--- config.mk ---
export PLATFORM = sky130hd
export DESIGN_NAME = uart_word_rx_flat
export DESIGN_NICKNAME = d
export VERILOG_FILES = /design/src/rtl/uart_word_rx_pkg.sv /design/src/rtl/uart_word_rx_if.sv /design/src/rtl/uart_word_rx_sync.sv /design/src/rtl/uart_word_rx.sv /design/src/flat_wrapper.sv
export SDC_FILE = /design/constraint.sdc
export NUM_CORES = 1
export LEC_CHECK = 0
export CORE_MARGIN = 4
export CORE_UTILIZATION = 60
export CTS_CLUSTER_SIZE = 28
export DETAILED_ROUTE_END_ITERATION = 8
export HOLD_SLACK_MARGIN = 0.05
export PLACE_DENSITY = 0.82
export REMOVE_ABC_BUFFERS = 1
export SYNTH_ARGS = -nofsm -noshare
export SYNTH_HDL_FRONTEND = slang
export SYNTH_SLANG_ARGS = --single-unit
--- constraint.sdc ---
create_clock -name clk -period 3.8 [get_ports clk]
set_input_delay 0.57 -clock clk [delete_from_list [all_inputs] [get_ports clk]]
set_output_delay 0.57 -clock clk [all_outputs]
set_load 0.02 [all_outputs]
--- src/rtl/uart_word_rx_pkg.sv ---
// uart_word_rx_pkg: receiver FSM states and UART word constants shared with the 32-bit transmitter
package uart_word_rx_pkg;
    typedef enum logic [2:0] {IDLE, START, DATA, STOP, WAIT_HIGH} rx_state_t;
    localparam int UART_BYTES_PER_WORD = 4;
    localparam int DEFAULT_CLKS_PER_BIT = 868;
endpackage

--- src/rtl/uart_word_rx_if.sv ---
// uart_word_rx_if: serial input, word-size select and assembled-word outputs of the word receiver
interface uart_word_rx_if;
    logic        rx;
    logic        one_byte;
    logic [31:0] data_out;
    logic        data_end;
    logic        frame_err;
    modport master (output rx, one_byte, input data_out, data_end, frame_err);
    modport slave  (input rx, one_byte, output data_out, data_end, frame_err);
endinterface

--- src/rtl/uart_word_rx_sync.sv ---
// uart_rx_sync: 2-flop synchronizer for the rx pin, resets to the idle-high line level
module uart_rx_sync (
    input  logic clk,
    input  logic reset,
    input  logic d,
    output logic q
);
    logic meta;
    always_ff @(posedge clk or negedge reset) begin
        if (!reset) begin
            meta <= 1'b1;
            q    <= 1'b1;
        end else begin
            meta <= d;
            q    <= meta;
        end
    end
endmodule

--- src/rtl/uart_word_rx.sv ---
// uart_word_rx: 8N1 UART receiver assembling 1 or 4 LSB-first bytes into a little-endian 32-bit word.
// Optional inter-byte timeout when RX_TIMEOUT_EN is defined.
import uart_word_rx_pkg::*;
module uart_word_rx #(
    parameter int CLKS_PER_BIT = DEFAULT_CLKS_PER_BIT,
    parameter int TIMEOUT_BITS = 20
) (
    input  logic            clk,
    input  logic            reset,
    uart_word_rx_if.slave   bus
);
    localparam int BW = $clog2(CLKS_PER_BIT);
    localparam logic [BW-1:0] HALF = BW'(CLKS_PER_BIT / 2 - 1);
    localparam logic [BW-1:0] LAST = BW'(CLKS_PER_BIT - 1);
    rx_state_t   state;
    logic        rx_s;
    logic [BW-1:0] baud_cnt;
    logic [2:0]  bit_idx;
    logic [1:0]  byte_idx;
    logic        word_mode;
    logic [7:0]  byte_sr;
    logic [31:0] word_sr, word_nx, data_out;
    logic        data_end, frame_err;
`ifdef RX_TIMEOUT_EN
    localparam int GW = $clog2(TIMEOUT_BITS + 1);
    localparam logic [GW-1:0] GAP_LAST = GW'(TIMEOUT_BITS - 1);
    logic [GW-1:0] gap_cnt;
`endif
    uart_rx_sync u_sync (.clk(clk), .reset(reset), .d(bus.rx), .q(rx_s));
    always_comb begin
        word_nx = word_sr;
        word_nx[8*byte_idx +: 8] = byte_sr;
    end
    always_ff @(posedge clk or negedge reset) begin
        if (!reset) begin
            state     <= IDLE;
            baud_cnt  <= '0;
            bit_idx   <= '0;
            byte_idx  <= '0;
            word_mode <= 1'b0;
            byte_sr   <= '0;
            word_sr   <= '0;
            data_out  <= '0;
            data_end  <= 1'b0;
            frame_err <= 1'b0;
`ifdef RX_TIMEOUT_EN
            gap_cnt   <= '0;
`endif
        end else begin
            data_end  <= 1'b0;
            frame_err <= 1'b0;
            case (state)
                IDLE: begin
                    if (!rx_s) begin
                        state    <= START;
                        baud_cnt <= '0;
                        if (byte_idx == 2'd0) word_mode <= bus.one_byte;
`ifdef RX_TIMEOUT_EN
                        gap_cnt  <= '0;
`endif
                    end
`ifdef RX_TIMEOUT_EN
                    // idle bit-times are only counted while a partial word is pending
                    else if (byte_idx != 2'd0) begin
                        baud_cnt <= (baud_cnt == LAST) ? '0 : baud_cnt + 1'b1;
                        if (baud_cnt == LAST) begin
                            gap_cnt <= (gap_cnt == GAP_LAST) ? '0 : gap_cnt + 1'b1;
                            if (gap_cnt == GAP_LAST) begin
                                frame_err <= 1'b1;
                                byte_idx  <= '0;
                                word_sr   <= '0;
                            end
                        end
                    end
`endif
                end
                START: begin
                    baud_cnt <= baud_cnt + 1'b1;
                    if (baud_cnt == HALF) begin
                        state    <= rx_s ? IDLE : DATA;
                        baud_cnt <= '0;
                        bit_idx  <= '0;
                    end
                end
                DATA: begin
                    baud_cnt <= baud_cnt + 1'b1;
                    if (baud_cnt == LAST) begin
                        baud_cnt <= '0;
                        byte_sr  <= {rx_s, byte_sr[7:1]};
                        bit_idx  <= bit_idx + 1'b1;
                        if (bit_idx == 3'd7) state <= STOP;
                    end
                end
                STOP: begin
                    baud_cnt <= baud_cnt + 1'b1;
                    if (baud_cnt == LAST) begin
                        baud_cnt <= '0;
                        if (rx_s) begin
                            state <= IDLE;
                            if (word_mode || byte_idx == 2'd3) begin
                                data_out <= word_mode ? {24'h0, byte_sr} : word_nx;
                                data_end <= 1'b1;
                                byte_idx <= '0;
                                word_sr  <= '0;
                            end else begin
                                byte_idx <= byte_idx + 1'b1;
                                word_sr  <= word_nx;
                            end
                        end else begin
                            state     <= WAIT_HIGH;
                            frame_err <= 1'b1;
                            byte_idx  <= '0;
                            word_sr   <= '0;
                        end
                    end
                end
                WAIT_HIGH: state <= rx_s ? IDLE : WAIT_HIGH;
                default: state <= IDLE;
            endcase
        end
    end
    assign bus.data_out  = data_out;
    assign bus.data_end  = data_end;
    assign bus.frame_err = frame_err;
endmodule
--- src/flat_wrapper.sv ---
// flat-port wrapper written by rule: the top's interface ports become plain ports
module uart_word_rx_flat 
#(
    parameter int CLKS_PER_BIT = DEFAULT_CLKS_PER_BIT,
    parameter int TIMEOUT_BITS = 20
)
  (clk, reset, bus_rx, bus_one_byte, bus_data_out, bus_data_end, bus_frame_err);
  uart_word_rx_if bus_i ();
  input  logic clk;
  input  logic reset;
  input wire logic [$bits(bus_i.rx)-1:0] bus_rx;
  input wire logic [$bits(bus_i.one_byte)-1:0] bus_one_byte;
  output wire logic [$bits(bus_i.data_out)-1:0] bus_data_out;
  output wire logic [$bits(bus_i.data_end)-1:0] bus_data_end;
  output wire logic [$bits(bus_i.frame_err)-1:0] bus_frame_err;
  assign bus_i.rx = bus_rx;
  assign bus_i.one_byte = bus_one_byte;
  assign bus_data_out = bus_i.data_out;
  assign bus_data_end = bus_i.data_end;
  assign bus_frame_err = bus_i.frame_err;
  uart_word_rx #(.CLKS_PER_BIT(CLKS_PER_BIT), .TIMEOUT_BITS(TIMEOUT_BITS)) u_core (.clk(clk), .reset(reset), .bus(bus_i));
endmodule
# Word-level counts from Yosys, hierarchy flattened
# Cells that the tools add are included.
# W data, S select, Z words.
# word_totals
ff_bits,95
inputBits,4
out_inout_bits,34
wordCells,73
# op_classes
addsub,4
n_eq_ne,13
n_shift,2
n_mux,28
bitwise,1
reduce_logical,13
# op_table
op,n
$mux W32,3
$neg A5 Y34,1
$shift A8 B34 Y32 const A,1
$shiftx A8 B34 Y32,1
$bwmux W32,1
$mux W10,3
$pmux W10 S3,1
$mux W3,8
$pmux W3 S5,1
$add A10 B1 Y10 const B,1
$eq A10 B10 Y1 const B,1
$eq A10 B9 Y1 const B,1
$ne A2 B1 Y1 const B,4
$mux W1,7
$eq A3 B2 Y1 const B,2
$eq A3 B3 Y1 const B,2
$mux W2,3
$pmux W3 S2,1
$reduce_and A2 Y1,3
$reduce_and A3 Y1,2
$reduce_and A5 Y1,1
$reduce_and A4 Y1,1
$add A3 B1 Y3 const B,1
$eq A3 B1 Y1 const B,1
10 further kinds,10

# Longest topological paths before layout
# Gate-level depths: netlist (run 1).
# logic_depth
ltp_word,6
ltp_mapped,7
ltp_nobuf,6

# By module
# Synthesis (run 1) repeated with hierarchy kept, for this count alone.
# hier_totals
cells_unflattened,394
area_unflattened_um2,4503.1
# modules_own_cells
module,instances,cells_each,area_each_um2,seq_area_each_um2
uart_word_rx,1,392,4450.5,2327.2
uart_rx_sync,1,2,52.6,52.6

# Least setup slack after synthesis (run 1)
# Ideal clock, no wire load.
# synth_path
path_type,flip-flop to flip-flop
startpoint,register u_core.byte_idx[0]
endpoint,register u_core.data_out[10] (netlist: u_core.bus.data_out[10])
setup_time_ns,0.125
t_arrival_ns,1.757
t_required_ns,3.675
path_slack_ns,1.919
stages_incl_launch_ff,8
synth_period_minus_slack_ns,1.881
cell_sequence,dfrtp_1 -> inv_1 -> ha_1 -> and4b_1 -> clkbuf_1 -> a21oi_1 -> nor2_1 -> mux2_2
# synth_via
elab_chain_cells,4
elab_cells_between_ends,8
classes_between,add/sub (1); eq/ne (1); shift (2); mux (2); reduce/logical (2)
# synth_lines
element,line,rtl
from (decl),uart_word_rx.sv:19,logic [1:0] byte_idx;
from (signal assigned),uart_word_rx.sv:106,byte_idx <= byte_idx + 1'b1;
$neg A5 Y34,uart_word_rx.sv:32,word_nx[8*byte_idx +: 8] = byte_sr;
$shiftx A8 B34 Y32 or $shift A8 B34 Y32 (tied branches),uart_word_rx.sv:32,
$bwmux W32,uart_word_rx.sv:32,
$mux W32,uart_word_rx.sv:101,"data_out <= word_mode ? {24'h0, byte_sr} : word_nx;"
to (signal assigned),uart_word_rx.sv:101,
to (decl),uart_word_rx.sv:22,"logic [31:0] word_sr, word_nx, data_out;"
# Several ways; a longest one is shown, not always the timed one.
# A chain may end at the register's enable or synchronous reset.

# Worst setup path after layout (run 1)
# layout_path
startpoint,register u_core.word_mode
endpoint,register u_core.data_out[23] (netlist: u_core.bus.data_out[23])
# layout_via
elab_chain_cells,2
elab_cells_between_ends,3
classes_between,mux (1); reduce/logical (2)
# layout_lines
element,line,rtl
from (decl),uart_word_rx.sv:20,logic word_mode;
from (signal assigned),uart_word_rx.sv:57,if (byte_idx == 2'd0) word_mode <= bus.one_byte;
$logic_or A1 B1 Y1,uart_word_rx.sv:100,if (word_mode || byte_idx == 2'd3) begin
$reduce_and A4 Y1 (no source line),n/a,
# Several ways; a longest one is shown, not always the timed one.

==> results of run 1 <==
## report_power, final
part | internal, W | switching (W)
registers | 0.00101 | 0.00000654
logic | 0.00000439 | 0.0000208
clock network | 0.000329 | 0.000353
## cells in the final DEF, fill, tap and decap left out, types with 4 or more instances in the layout
cell type and count:
a21oi_1 28, a22o_1 18, and2_1 4, and4_1 4
buf_4 7, clkbuf_8 10, clkdlybuf4s50_1 36, dfrtp_1 93
ha_1 10, inv_1 7, mux2_2 41, nand2_1 39
nand2b_1 5, nor2_1 35, nor2b_1 26, o211ai_1 6
o21ai_0 14, o21ai_2 20
## how the worst max path moves through the flow
stage	startpoint	to	slack, ps	depth (start not counted)
after global routing	u_core.word_mode	u_core.bus.data_out[23]	1260	4
after floorplan	u_core.baud_cnt[0]	u_core.bus.data_out[0]	900	5
after detailed placement	u_core.word_mode	u_core.bus.data_out[23]	1450	4
after CTS	u_core.word_mode	u_core.bus.data_out[23]	1450	4
final	u_core.word_mode	u_core.bus.data_out[23]	1450	4
after global placement	u_core.baud_cnt[0]	u_core.bus.data_out[18]	1540	7
## through the flow
step	utilization, %	cell area, µm²	total power, W
global route	71.2	5220	0.00179
CTS	71.2	5220	0.00175
global placement	68.4	5010	0.00106
finish	71.2	5220	0.00173
detailed placement	68.4	5010	0.00107
floorplan	-	4480	0.00104
## registers in the layout, indices dropped and copies added (netlist names)
name,flops
u_core.u_sync.q,1
u_core.byte_sr,8
u_core.word_sr,32
u_core.u_sync.meta,1
u_core.word_mode,1
u_core.state,3
u_core.bus.data_end,1
u_core.bus.frame_err,1
u_core.bus.data_out,32
u_core.byte_idx,2
u_core.bit_idx,3
u_core.baud_cnt,10
## metal layers
| metal | GRT usage [%] | routed length (µm) |
|---|---|---|
| met1 | 32.2 | 4300 |
| met2 | 31.9 | 4280 |
| met3 | 3.47 | 356 |
| met4 | 8.77 | 150 |
| met5 | 0 | 0 |
## area by class of cell
type | count | share of cell area (%)
Clock buffer | 11 | 2.71
Clock inverter | 5 | 1.22
Inverter | 7 | 0.504
Multi-Input combinational cell | 290 | 39.7
Sequential cell | 95 | 45.6
Tap cell | 99 | 2.37
Timing Repair Buffer | 43 | 7.91
## kinds of logic after synthesis
family / Yosys count
muxes: 44
and+or+nand+nor: 137
AOI/OAI and AO/OA: 99
DFF: 95
buffers and inverters: 27
adders and majority gates: 10
## worst reg2reg max path, delay by kind of cell, from the launching register on
kind                   cells  cell delay (ps)
flip-flops                 1              980
AO/OA/AOI/OAI              1              310
multiplexers               1              420
AND/OR/NAND/NOR            1              150
buffers and inverters      1              380
==> results.md, run 1 <==
- Status: complete, no violations
- Initial antenna violation count: 0
- Number of port buffers: 37
- CP arrival: 2590 ps
- Hold-fix buffers at CTS: 0
- TritonCTS clock tree: built
- # setup viols final: 0
- Crit-path cells: o21ai_0 > nor2_2 > buf_4 > mux2_2
- Via count: 3,236
- GR Util All Layers: 21.7%
- Post-CTS setup buffers: 0
- Cell Area, Synth: 0.00458 mm²
- Synth cell count leaders: dfrtp_1 (93), mux2_2 (41), nand2_1 (39)
- Slew Viols, Final: 0
- Layout area overhead: 13.9%
- Sequential fraction of the synthesis area: 52.0%
- Drt wl/cell: 16.5 µm
- Max stage delay on crit path: 980 ps
- Setup crit end kind: register
- Ys flop type: dfrtp_1
- Crit path max-delay family: flip-flops
- Tmin final: 2350 ps
- Adder-Cell Fraction of Synth Area: 2.73%
- Mean post-synth cell area: 11.1 µm²
- Max IR drop VDD: 0.192 mV
- WHS Path Cells: 0
- Initial Util: 62.5%
- Slowest cell on the critical path: dfrtp_1
- WP buf/inv: 1
- Hold_ws: 361 ps
- RR Endpoint: u_core.bus.data_out[23]
- Main combinational cell family by area after synthesis: simple AND/OR/NAND/NOR gates
- Antenna-violating nets left: 0
- F_max: 0.426 GHz
- Setup TNS: 0 ps
- Post-Place Cells: 534
- CTS sink count: 95
- Die Area: 0.00910 mm²
- Post-synth EDFFs: 0
- Compound-Gate Fraction of Synth Area: 15.5%
- Post-Route WL: 9090 µm
- Total gr overflow: 0
- DIE HEIGHT: 95.4 µm
- Slew Limit Headroom: 31.9%
- Xor/xnor share of the synthesized area: 0%
- Vias in the first global route: 3,116
- Pre-CTS WS: 1450 ps
- Post-synth ARST share: 100%
- WP data required: 4040 ps
- Fin cells: 550
- Clock buffer count from CTS: 9
- Fill cells: 535
- Hold Violations, Final: 0
- Simple-Gate Fraction of Synth Area: 16.1%
- Post-CTS sizing: 0
- Drt via density: 5.88
- Area of the multi-input gates: 0.00207 mm²
- Final setup skew: 15.5 ps
- Syn Inst Count: 412
- Hold_sp: u_core.u_sync.meta
- # rows: 31
- IO Pins: 38
- Largest net degree at the start of global routing: 84
- Max cap viols: 0
- Worst-Margin Slew: 1020 ps
- CP max FO: 32
- Worst R2R Setup Slack: 1450 ps
- Static Leak: 2.41 nW
- Sequential Area: 0.00238 mm²
- DRT iter0 DRCs: 230
- R2R depth: 4
- Core footprint: 0.00733 mm²
- Synth unique cells: 49
- Slack of the critical path: 1450 ps
- Area leader, netlist: dfrtp_1
- Largest cells by area after synthesis: dfrtp_1 (51%), mux2_2 (10%), o21ai_2 (3.8%)
- CTS Buffer Depth: 2
- Power Dens Cells: 331 mW/mm²
- Final nets: 460
- Count leader, synth: dfrtp_1
- Fraction of layout cells with a size suffix above 1: 20.6%
- Critical Path Source Type: register
- RD Place Congestion: 0.886
- N_diodes: 0
- Clock transition at the registers of the reported paths: 90 ps
- Min-Delay Path Class: reg -> reg
- Dpl hpwl: 5920 µm
- Iteration count of the initial detailed-routing pass: 4
- RR Startpoint: u_core.word_mode
- Synth warnings: 0
- First-pass GRT wire length: 15,300 µm
- RSZ-0062 raised after global routing: false
- Clk Tree Root Cell: clkbuf_8
- Hold Path Sink: u_core.u_sync.q
- Yosys reg bits: 95
- Top-area cell type share of the netlist area: 50.8%
- H-tree depth: 3
- Die width: 95.4 µm
- Final period util: 61.8%
- Crit Path Category: reg -> reg
- Clk_lat worst skew: 360 ps
- Multiplexer area fraction after synthesis: 10.8%
- Drt drc: 0
Power figures use the tool's default switching activity.
==> run 2: changes to the inputs <==
- CORE_UTILIZATION: 60 -> 58
- PLACE_DENSITY: 0.82 -> 0.8
- clock period: 3.8 -> 2.21 ns (I/O delays scaled with it)
==> run 2 against run 1 <==
  * Via count is 2.8% higher
  * Global-route usage is 0.32 points higher
  * Sequential power rose by 71%
  * First-iteration DRC count decreased by 13%
  * Register-to-register slack lost 1300 ps
  * Core utilization fell by 1.5 points
  * Non-clock buffer count grew 13
  * Fmax up 12%
  * Clock-buffer cell count down 1
  * Final area up 2.6%
  * Largest cell class unchanged
==> results.md, run 2 (synthesized netlist as in run 1, its figures left out) <==
- Status: complete, no violations (unchanged)
- Core footprint: 0.00769 mm² (was 0.00733 mm²)
- R2R depth: 5 (was 4)
- Layout area overhead: 16.9% (was 13.9%)
- # rows: 32 (was 31)
- Fill cells: 599 (was 535)
- Commonest non-fill, non-tap cell in the layout: dfrtp_1 (unchanged)
- Final period util: 94.7% (was 61.8%)
- Top Registers: u_core.bus.data_out: 32 flops, u_core.word_sr: 32 flops, u_core.baud_cnt: 10 flops (unchanged)
- Die Area: 0.00938 mm² (was 0.00910 mm²)
- Dpl hpwl: 6340 µm (was 5920 µm)
- N_diodes: 0 (unchanged)
- Max cap viols: 0 (unchanged)
- Die width: 96.9 µm (was 95.4 µm)
- Iteration count of the initial detailed-routing pass: 5 (was 4)
- Drt wl/cell: 17.1 µm (was 16.5 µm)
- Slew Viols, Final: 0 (unchanged)
- F_max: 0.478 GHz (was 0.426 GHz)
- Clock transition at the registers of the reported paths: 90 ps (about the same)
- WHS Path Cells: 0 (unchanged)
- RD Place Congestion: 0.829 (was 0.886)
- Worst-Margin Slew: 560 ps (was 1020 ps)
- Largest net degree at the start of global routing: 60 (was 84)
- Crit Path Category: reg -> reg (unchanged)
- CP arrival: 2370 ps (was 2590 ps)
- Post-CTS setup buffers: 0 (unchanged)
- Slew Limit Headroom: 62.5% (was 31.9%)
- GR Util All Layers: 22.0% (was 21.7%)
- Post-route cell area: 0.00536 mm² (was 0.00522 mm²)
- Min-Delay Path Class: reg -> reg (unchanged)
- First-pass GRT wire length: 16,900 µm (was 15,300 µm)
- Most frequent cells in the layout: dfrtp_1 (93), mux2_2 (41), nand2_1 (39) (unchanged)
- Power Dens Cells: 549 mW/mm² (was 331 mW/mm²)
- Antenna-violating nets left: 0 (unchanged)
- Power Total: 0.00294 W (was 0.00173 W)
- Total gr overflow: 0 (unchanged)
- Critical Path Source Type: register (unchanged)
- Max IR drop VDD: 0.362 mV (was 0.192 mV)
- Drt via density: 5.88 (about the same)
- DIE HEIGHT: 96.9 µm (was 95.4 µm)
- RR Startpoint: u_core.baud_cnt[0] (was u_core.word_mode)
- Clk_lat worst skew: 360 ps (about the same)
- CTS sink count: 95 (unchanged)
- DP Area: 0.00512 mm² (was 0.00501 mm²)
- Post-Route WL: 9660 µm (was 9090 µm)
- Clk Tree Root Cell: clkbuf_8 (unchanged)
- TritonCTS clock tree: built (unchanged)
- Via count: 3,326 (was 3,236)
- Final nets: 473 (was 460)
- DRT iter0 DRCs: 201 (was 230)
- Clock buffer count from CTS: 9 (unchanged)
- CP max FO: 10 (was 32)
- RSZ-0062 raised after global routing: false (unchanged)
- Number of port buffers: 37 (unchanged)
- Initial Util: 59.6% (was 62.5%)
- Drt drc: 0 (unchanged)
- Setup crit end kind: register (unchanged)
- Tmin final: 2090 ps (was 2350 ps)
- Hold Path Sink: u_core.u_sync.q (unchanged)
- Vias in the first global route: 3,426 (was 3,116)
- RR Endpoint: u_core.baud_cnt[4] (was u_core.bus.data_out[23])
- Worst R2R Setup Slack: 120 ps (was 1450 ps)
- Hold_sp: u_core.u_sync.meta (unchanged)
- CTS Buffer Depth: 2 (unchanged)
- Fraction of layout cells with a size suffix above 1: 22.8% (was 20.6%)
- Static Leak: 2.47 nW (was 2.41 nW)
- Final setup skew: 10.2 ps (was 15.5 ps)
- IO Pins: 38 (unchanged)
- H-tree depth: 3 (unchanged)
- # setup viols final: 0 (unchanged)
- Hold Violations, Final: 0 (unchanged)
- WP data required: 2480 ps (was 4040 ps)
- Initial antenna violation count: 0 (unchanged)
-- run 2: worst max-delay path by stage --
| stage | startpoint | to | slack, ps |
|---|---|---|---|
| floorplan | u_core.baud_cnt[0] | u_core.bus.data_out[0] | -690 |
| global route | u_core.baud_cnt[0] | u_core.baud_cnt[4] | 8 |
| detailed placement | u_core.byte_idx[0] | u_core.bus.data_out[18] | -270 |
| CTS | u_core.baud_cnt[0] | u_core.word_sr[3] | 30 |
| finish | u_core.baud_cnt[0] | u_core.baud_cnt[4] | 120 |
| global placement | u_core.byte_idx[0] | u_core.bus.data_out[18] | -120 |
-- run 2: metrics by stage --
| step | TNS [ps] | setup slack (ps) | utilization (%) | hold slack (ps) | std cells |
|---|---|---|---|---|---|
| 2_1_floorplan | -26760 | -686 | - | 35.9 | 392 |
| 3_3_place_gp | -798 | -122 | 66.6 | 324 | 549 |
| 3_5_place_dp | -2270 | -272 | 66.6 | 327 | 549 |
| 4_1_cts | 0 | 26.0 | 69.4 | 361 | 566 |
| 5_1_grt | 0 | 7.66 | 69.7 | 363 | 566 |
| 6_report | 0 | 116 | 69.7 | 360 | 566 |
-- run 2: worst max-delay path, stage by stage (launching register included) --
cell,delay [ps]
dfrtp_1,440
ha_1,290
and4bb_2,290
a31oi_2,450
o21ai_1,270
a211oi_1,270
-- run 2: timing repair --
action                                  CTS  global route
endpoints found under the hold margin    36             0
gates resized for setup                   1             4
hold buffers                              1             0
endpoints found under the setup margin   16            24
-- run 2: per-layer routing --
metal | track usage [%] | wire (µm) | vias to the layer above
met5 | 0 | 0 | -
met1 | 31.8 | 4510 | 1698
met2 | 34.5 | 4690 | 71
met4 | 6.70 | 136 | 0
met3 | 3.24 | 322 | 10
li1 | - | - | 1547
-- run 2: final cells by class --
type	instances	area, µm²	area share (%)
Sequential cell	95	2380	44.4
Multi-Input combinational cell	290	2090	39.0
Timing Repair Buffer	56	533	9.95
Clock buffer	10	128	2.38
Tap cell	102	128	2.38
Clock inverter	6	70.1	1.31
Inverter	7	26.3	0.491
-- run 2: report_power, final --
part | leakage (nW) | internal [W] | switching, W
Combinational | 1.08 | 0.0000137 | 0.0000456
Clock | 0.0891 | 0.000529 | 0.000608
Sequential | 1.30 | 0.00174 | 0.00000351
